==> config.mk <==
export PLATFORM = sky130hd
export DESIGN_NAME = scoreboard_ctrl
export DESIGN_NICKNAME = d
export VERILOG_FILES = /design/src/rtl/scoreboard_ctrl.sv
export SDC_FILE = /design/constraint.sdc
export NUM_CORES = 1
export LEC_CHECK = 0
export ABC_CLOCK_PERIOD_IN_PS = 3190
export BUFFER_PORTS_ARGS = -buffer_cell sky130_fd_sc_hd__buf_2
export CAP_MARGIN = 20
export CORE_UTILIZATION = 50
export DETAILED_ROUTE_END_ITERATION = 16
export PLACE_DENSITY = 0.7
export RECOVER_POWER = 25
export SLEW_MARGIN = 20
export SYNTH_ARGS = -nofsm -noshare
export SYNTH_HDL_FRONTEND = slang
export SYNTH_SLANG_ARGS = --single-unit
==> constraint.sdc <==
create_clock -name clk -period 3.19 [get_ports clk]
set_input_delay 0.319 -clock clk [delete_from_list [all_inputs] [get_ports clk]]
set_output_delay 0.319 -clock clk [all_outputs]
set_load 0.005 [all_outputs]
==> src/rtl/scoreboard_ctrl.sv <==
// scoreboard_ctrl: dice-game scoreboard that runs each commit through an external score calculator and keeps per-category scores, sums and bonus
module scoreboard_ctrl #(
  parameter int NUM_CAT = 12
) (
  input  logic               clk,
  input  logic               rst,
  input  logic [14:0]        dice_in,
  input  logic               commit_valid,
  input  logic [3:0]         commit_cat,
  output logic               commit_ready,
  input  logic               new_game,
  output logic [14:0]        calc_dice,
  output logic [3:0]         calc_cat_sel,
  input  logic [7:0]         calc_score,
  output logic               resp_valid,
  output logic               resp_accepted,
  output logic [7:0]         resp_score,
  output logic [NUM_CAT-1:0] used_mask,
  output logic [6:0]         upper_sum,
  output logic               bonus,
  output logic [9:0]         total_score,
  output logic               game_over,
  input  logic [3:0]         rd_cat,
  output logic [7:0]         rd_score
);
  typedef enum logic [1:0] {IDLE, LOOKUP, UPDATE, RESP} state_t;
  state_t      state;
  logic [7:0]  scores [16];
  logic [7:0]  score_q;
  logic        acc_q;
  logic [7:0]  lower_sum;
  logic [15:0] mask16;
  logic        bad_dice;
  logic        reject;
  assign mask16       = 16'(used_mask);
  assign commit_ready = state == IDLE && !new_game;
  assign bonus        = upper_sum >= 7'd63;
  assign game_over    = &used_mask;
  assign total_score  = 10'(upper_sum) + 10'(lower_sum) + (bonus ? 10'd35 : 10'd0);
  assign reject       = {1'b0, commit_cat} >= 5'(NUM_CAT) || mask16[commit_cat] || game_over || bad_dice;
  always_comb begin
    bad_dice = 1'b0;
    for (int k = 0; k < 5; k++)
      bad_dice |= dice_in[3*k +: 3] == 3'd0 || dice_in[3*k +: 3] == 3'd7;
  end
  always_ff @(posedge clk) begin
    if (rst) begin
      state         <= IDLE;
      for (int i = 0; i < 16; i++) scores[i] <= '0;
      score_q       <= '0;
      acc_q         <= 1'b0;
      used_mask     <= '0;
      upper_sum     <= '0;
      lower_sum     <= '0;
      resp_valid    <= 1'b0;
      resp_accepted <= 1'b0;
      resp_score    <= '0;
      rd_score      <= '0;
      calc_dice     <= '0;
      calc_cat_sel  <= '0;
    end else begin
      resp_valid <= state == RESP;
      rd_score   <= mask16[rd_cat] ? scores[rd_cat] : 8'd0;
      if (state == RESP) begin
        resp_accepted <= acc_q;
        resp_score    <= acc_q ? score_q : 8'd0;
      end
      case (state)
        IDLE:
          if (new_game) begin
            for (int i = 0; i < 16; i++) scores[i] <= '0;
            used_mask <= '0;
            upper_sum <= '0;
            lower_sum <= '0;
          end else if (commit_valid) begin
            acc_q <= !reject;
            state <= reject ? RESP : LOOKUP;
            if (!reject) begin
              calc_dice    <= dice_in;
              calc_cat_sel <= commit_cat;
            end
          end
        LOOKUP: begin
          score_q <= calc_score;
          state   <= UPDATE;
        end
        UPDATE: begin
          scores[calc_cat_sel]    <= score_q;
          used_mask[calc_cat_sel] <= 1'b1;
          if (calc_cat_sel < 4'd6) upper_sum <= upper_sum + 7'(score_q);
          else lower_sum <= lower_sum + score_q;
          state <= RESP;
        end
        RESP: state <= IDLE;
      endcase
    end
  end
endmodule

# [After elaboration in Yosys (flattened, before gate mapping)]
# Memories as Yosys holds them, arrays and structs flattened. A register that Yosys moved wholly into a read port is not among the register bits.
# Index checks and enable logic that the tools add are counted.
[classes] n_addsub=4 n_lt_le_gt_ge=7 n_eq_ne=13 muxes=48 bitwise=24 n_reduce_logical=28
[ops] op="2-to-1 mux 8 bit" count=20
[ops] op="case mux 12 bit (2 select lines)" count=1
[ops] op="OR 1 bit" count=20
[ops] op="case mux 8 bit (2 select lines)" count=1
[ops] op="equality test 3 bit, second input constant" count=5
[ops] op="zero test 3 bit" count=5
[ops] op="less-than comparator 4 x 5 -> 1 bit, second input constant" count=3
[ops] op="2-to-1 mux 7 bit" count=2
[ops] op="case mux 7 bit (2 select lines)" count=1
[ops] op="2-to-1 mux 1 bit" count=13
[ops] op="2-to-1 mux 12 bit" count=1
[ops] op="OR 12 bit" count=1
[ops] op="AND reduction 12 bit" count=1
[ops] op="adder 9 x 6 -> 10 bit" count=1
[ops] op="inequality test 2 bit, second input constant" count=5
[ops] op="adder 7 x 8 -> 9 bit" count=1
[ops] op="AND reduction 3 bit" count=3
[ops] op="adder 8 bit" count=1
[ops] op="binary-select mux 1 bit (select 4 bit)" count=2
[ops] op="logical OR 1 bit" count=8
[ops] op="case mux 2 bit (4 select lines)" count=1
[ops] op="OR reduction 8 bit" count=1
[ops] op="adder 7 bit" count=1
[ops] op=">= comparator 7 x 6 -> 1 bit, second input constant" count=1
[ops] op="17 further kinds" count=25
[totals] register_bits=67 ramBits=128 out_inout_bits=69 mem_count=1
[mem_list] name="scores" words=16 word_bits=8 rd=1 rd_clocked_by_memory_dff=1 write_ports=16 line_no="28" text="logic [7:0] scores [16];"

# [Depth between registers and ports, before layout]
[depth] ltp_word=11 depth_mapped=14 depth_no_buf=14

# [Worst setup path after synthesis]
# No wires, ideal clock.
[synth_path] path_kind="reg2out" start="register upper_sum[1]" end="output total_score[7]" arrival_ns=2.634 required_time_ns=2.871 path_slack_ns=0.237 path_stages_with_launch=15 path_buffers=0 path_cell_list="dfxtp_1 > nand4_1 > o21bai_1 > inv_1 > fa_1 > inv_1 > ha_1 > inv_1 > fa_1 > inv_1 > a21o_1 > a21oi_1 > o21bai_1 > a21oi_1 > xnor2_1"
[synth_between] elab_chain_len=3 elab_cells_between_ends=4
[synth_lines] item="start: declaration" line_no="19" text="output logic [6:0] upper_sum,"
[synth_lines] item="start signal: assignment" line_no="90" text="if (calc_cat_sel < 4'd6) upper_sum <= upper_sum + 7'(score_q);"
[synth_lines] item=">= comparator 7 x 6 -> 1 bit" line_no="37" text="assign bonus = upper_sum >= 7'd63;"
[synth_lines] item="net bonus" line_no="20" text="output logic bonus,"
[synth_lines] item="2-to-1 mux 6 bit" line_no="39" text="assign total_score = 10'(upper_sum) + 10'(lower_sum) + (bonus ? 10'd35 : 10'd0);"
[synth_lines] item="adder 9 x 6 -> 10 bit" line_no="39"
[synth_lines] item="end: declaration" line_no="21" text="output logic [9:0] total_score,"
# The timed path passes the listed nets, and every way through them passes these cells.

# [Worst setup path after layout]
[layout_path] start="register upper_sum[0]" end="output total_score[7]"
[layout_between] elab_chain_len=3 elab_cells_between_ends=4
[layout_lines] item=">= comparator 7 x 6 -> 1 bit" line_no="37"
[layout_lines] item="2-to-1 mux 6 bit" line_no="39"
[layout_lines] item="adder 9 x 6 -> 10 bit *" line_no="39"
# Mark *: on every way between the ends. The rest lies on a longest branch, timed or not.

==> flow_summary_export.csv <==
group,metric,value,unit
outcome,status,"finished with violations",
outcome,violations,"setup timing",
placement,dp_hpwl,15700,um
grt,grt_first_pass_wirelength,36100,um
floorplan,rows,50,
clock_tree,tritoncts,"done",
finish,multi_input_area,4160,sq um
sta,finalClockSkew,13.6,ps
sta,rsz0062_at_grt,"true",
sta,slew_viol_final,0,
floorplan,dieArea,20100,sq um
sta,min_period_over_period,109,%
floorplan,die_h,142,um
synthesis,synth_edf_count,128,
grt,track_usage,23.3,%
detailed_routing,vias,6546,
sta,relSlewSlack,40.0,%
clock_tree,h-tree-depth,1,
detailed_routing,drcViolationCount,0,
finish,fin_util,60.5,%
finish,area_growth,17.2,%
pwr,ir_drop,0.428,mV
pwr,p_per_area,622,nW/um^2
clock_tree,root_buffer,"clkbuf_16",
synthesis,yosys_register_bits,203,
finish,fill_cells,1552,
synthesis,synthFlopType,"edfxtp_1",
finish,layout_common_cells,"and2_1, edfxtp_1, nor2_1",
synthesis,syn_inst,795,
synthesis,yosys_warnings,0,
clock_tree,cts.sinks,203,
synthesis,synth_area,9750,sq um
worst_setup_path,crit_arrival,3150,ps
worst_setup_path,end_kind,"output port",
sta,worst_slack,-279,ps
sta,fin_hold_ws,57.1,ps
synthesis,ys_top_cells_by_area,"edfxtp_1, dfxtp_1, and2_1",
detailed_routing,firstDrtPassIters,5,
grt,antenna_found_initial,2,
placement,io_buffers,102,
synthesis,yosysTopAreaCell,"edfxtp_1",
worst_setup_path,crit_path_start,"upper_sum[0]",
detailed_routing,wire_per_inst,18.9,um
synthesis,synth_area_per_cell,12.3,sq um
grt,grt_max_degree,59,
pwr,power_leakage,4.63,nW
placement,place_congestion,0.834,
floorplan,start_util,51.6,%
finish,nNetsFinal,987,
sta,tightest_slew,896,ps
detailed_routing,via_per_inst,5.49,
job,cap_violations,0,
synthesis,syn-num-nets,865,
detailed_routing,final_antenna_net_count,0,
worst_hold_path,min_from,"calc_score[3]",
finish,drive_above_1_share,21.8,%
placement,pre_cts_slack,162,ps
sta,fin_crit,3470,ps
worst_setup_path,start_kind,"flop",
synthesis,synth_top_area_share,39.4,%
clock_tree,holdBufCountCts,0,
clock_tree,clk_latency,500,ps
sta,final.setup.tns,-426,ps
detailed_routing,drt_iter0_markers,372,
floorplan,io_pins,104,
finish,ff_latch_area,5350,sq um
detailed_routing,routed_wl,22600,um
finish,final_common_cell,"and2_1",
grt,grt_pass1_vias,6626,
floorplan,die_width,142,um
grt,overflow,0,
sta,setup_violations,3,
pwr,finalPower,7.11,mW
sta,hold_viol_final,0,
synthesis,ys_seq_area_share,54.8,%
worst_setup_path,cp.required,2870,ps
sta,fmax,288,MHz
clock_tree,cts_buffers,22,
worst_setup_path,rr_startpoint,"state[0]",
synthesis,synth_cell_types,45,
synthesis,synth-async-reset-ratio,0,%
worst_setup_path,crit_path_max_fanout,2,
floorplan,core_area,18900,sq um
worst_setup_path,path_class,"reg -> out",
finish,antennaDiodeCount,0,
clock_tree,cts.clk_slew.worst_paths,60,ps
worst_hold_path,hold_path_class,"in -> reg",
clock_tree,cts_buffer_depth,3,
==> cell usage after synthesis, drive strengths merged, types with 11 or more instances <==
cell type	n
clkbuf	31
a211oi	18
edfxtp	128
inv	22
buf	14
a22oi	17
nor2b	12
a21oi	30
mux4	38
o21ai	19
mux2i	38
dfxtp	75
nor2	87
ha	29
nor3	11
nand2	13
and2	129
==> critical path, stage by stage, from the launching register on <==
cell,delay (ps)
dfxtp_2,340
nand4_1,130
o21bai_1,210
inv_1,100
fa_2,540
inv_2,40
ha_4,150
inv_2,60
fa_2,210
inv_2,30
a21o_1,170
a21oi_2,150
o21bai_1,110
a21oi_2,140
xnor2_1,130
buf_2,140
==> final cells by class <==
| class | instances | share of cell area [%] |
|---|---|---|
| inverters | 23 | 0.756 |
| repair buffers | 143 | 6.99 |
| clock inverters | 13 | 0.997 |
| clock buffers | 27 | 5.17 |
| multi-input cells | 524 | 36.4 |
| flip-flops and latches | 203 | 46.8 |
| well taps | 260 | 2.85 |
==> sequential cells by signal (all words and copies together) (netlist names), 4 cells and up <==
register	flops
lower_sum	8
calc_cat_sel	4
score_q	8
used_mask	12
scores	128
rd_score	8
calc_dice	15
upper_sum	7
resp_score	8
==> power breakdown <==
group | switching [mW] | total (mW) | internal (mW)
Sequential | 0.162 | 3.34 | 3.18
Clock | 1.01 | 2.49 | 1.48
Combinational | 0.794 | 1.28 | 0.490
Total | 1.97 | 7.11 | 5.14
==> worst paths after layout <==
kind         cells after the start  slack [ps]             end
max                             15        -280  total_score[7]
max reg2reg                      6         710    scores[8][0]
min reg2reg                      2         460   resp_score[7]
min                              3          60      score_q[3]
==> cells by family (layout without fill, tap and decap cells) <==
kind of cell	after synthesis	in the layout	share of synthesized area [%]
buf+inv	68	206	2.94
xor+xnor	15	15	1.35
simple gates	288	288	16.0
mux	76	76	12.8
compound gates	109	109	7.13
fa+ha+maj	35	35	4.95
other cells	1	1	0.0385
flops	203	203	54.8
==> timing repair <==
item / 4_1_cts / 5_1_grt
setup endpoints to repair: 4 / 5
gates resized for setup: 12 / 6
pin swaps: 3 / 10
setup buffers: 4 / 2
==> per-layer routing <==
| layer | GRT usage [%] | up-vias | wire (um) |
|---|---|---|---|
| li1 | - | 3110 | - |
| met1 | 31.4 | 3205 | 9940 |
| met2 | 38.6 | 183 | 10800 |
| met3 | 4.59 | 46 | 1250 |
| met4 | 6.62 | 2 | 587 |
| met5 | 0 | - | 13 |
==> per-stage QoR <==
stage	std cells	area (sq um)
4_1_cts	1192	11400
6_report	1193	11400
2_1_floorplan	795	9750
5_1_grt	1193	11400
3_3_place_gp	1148	10700
3_5_place_dp	1148	10700
Power figures use the tool's default switching activity.
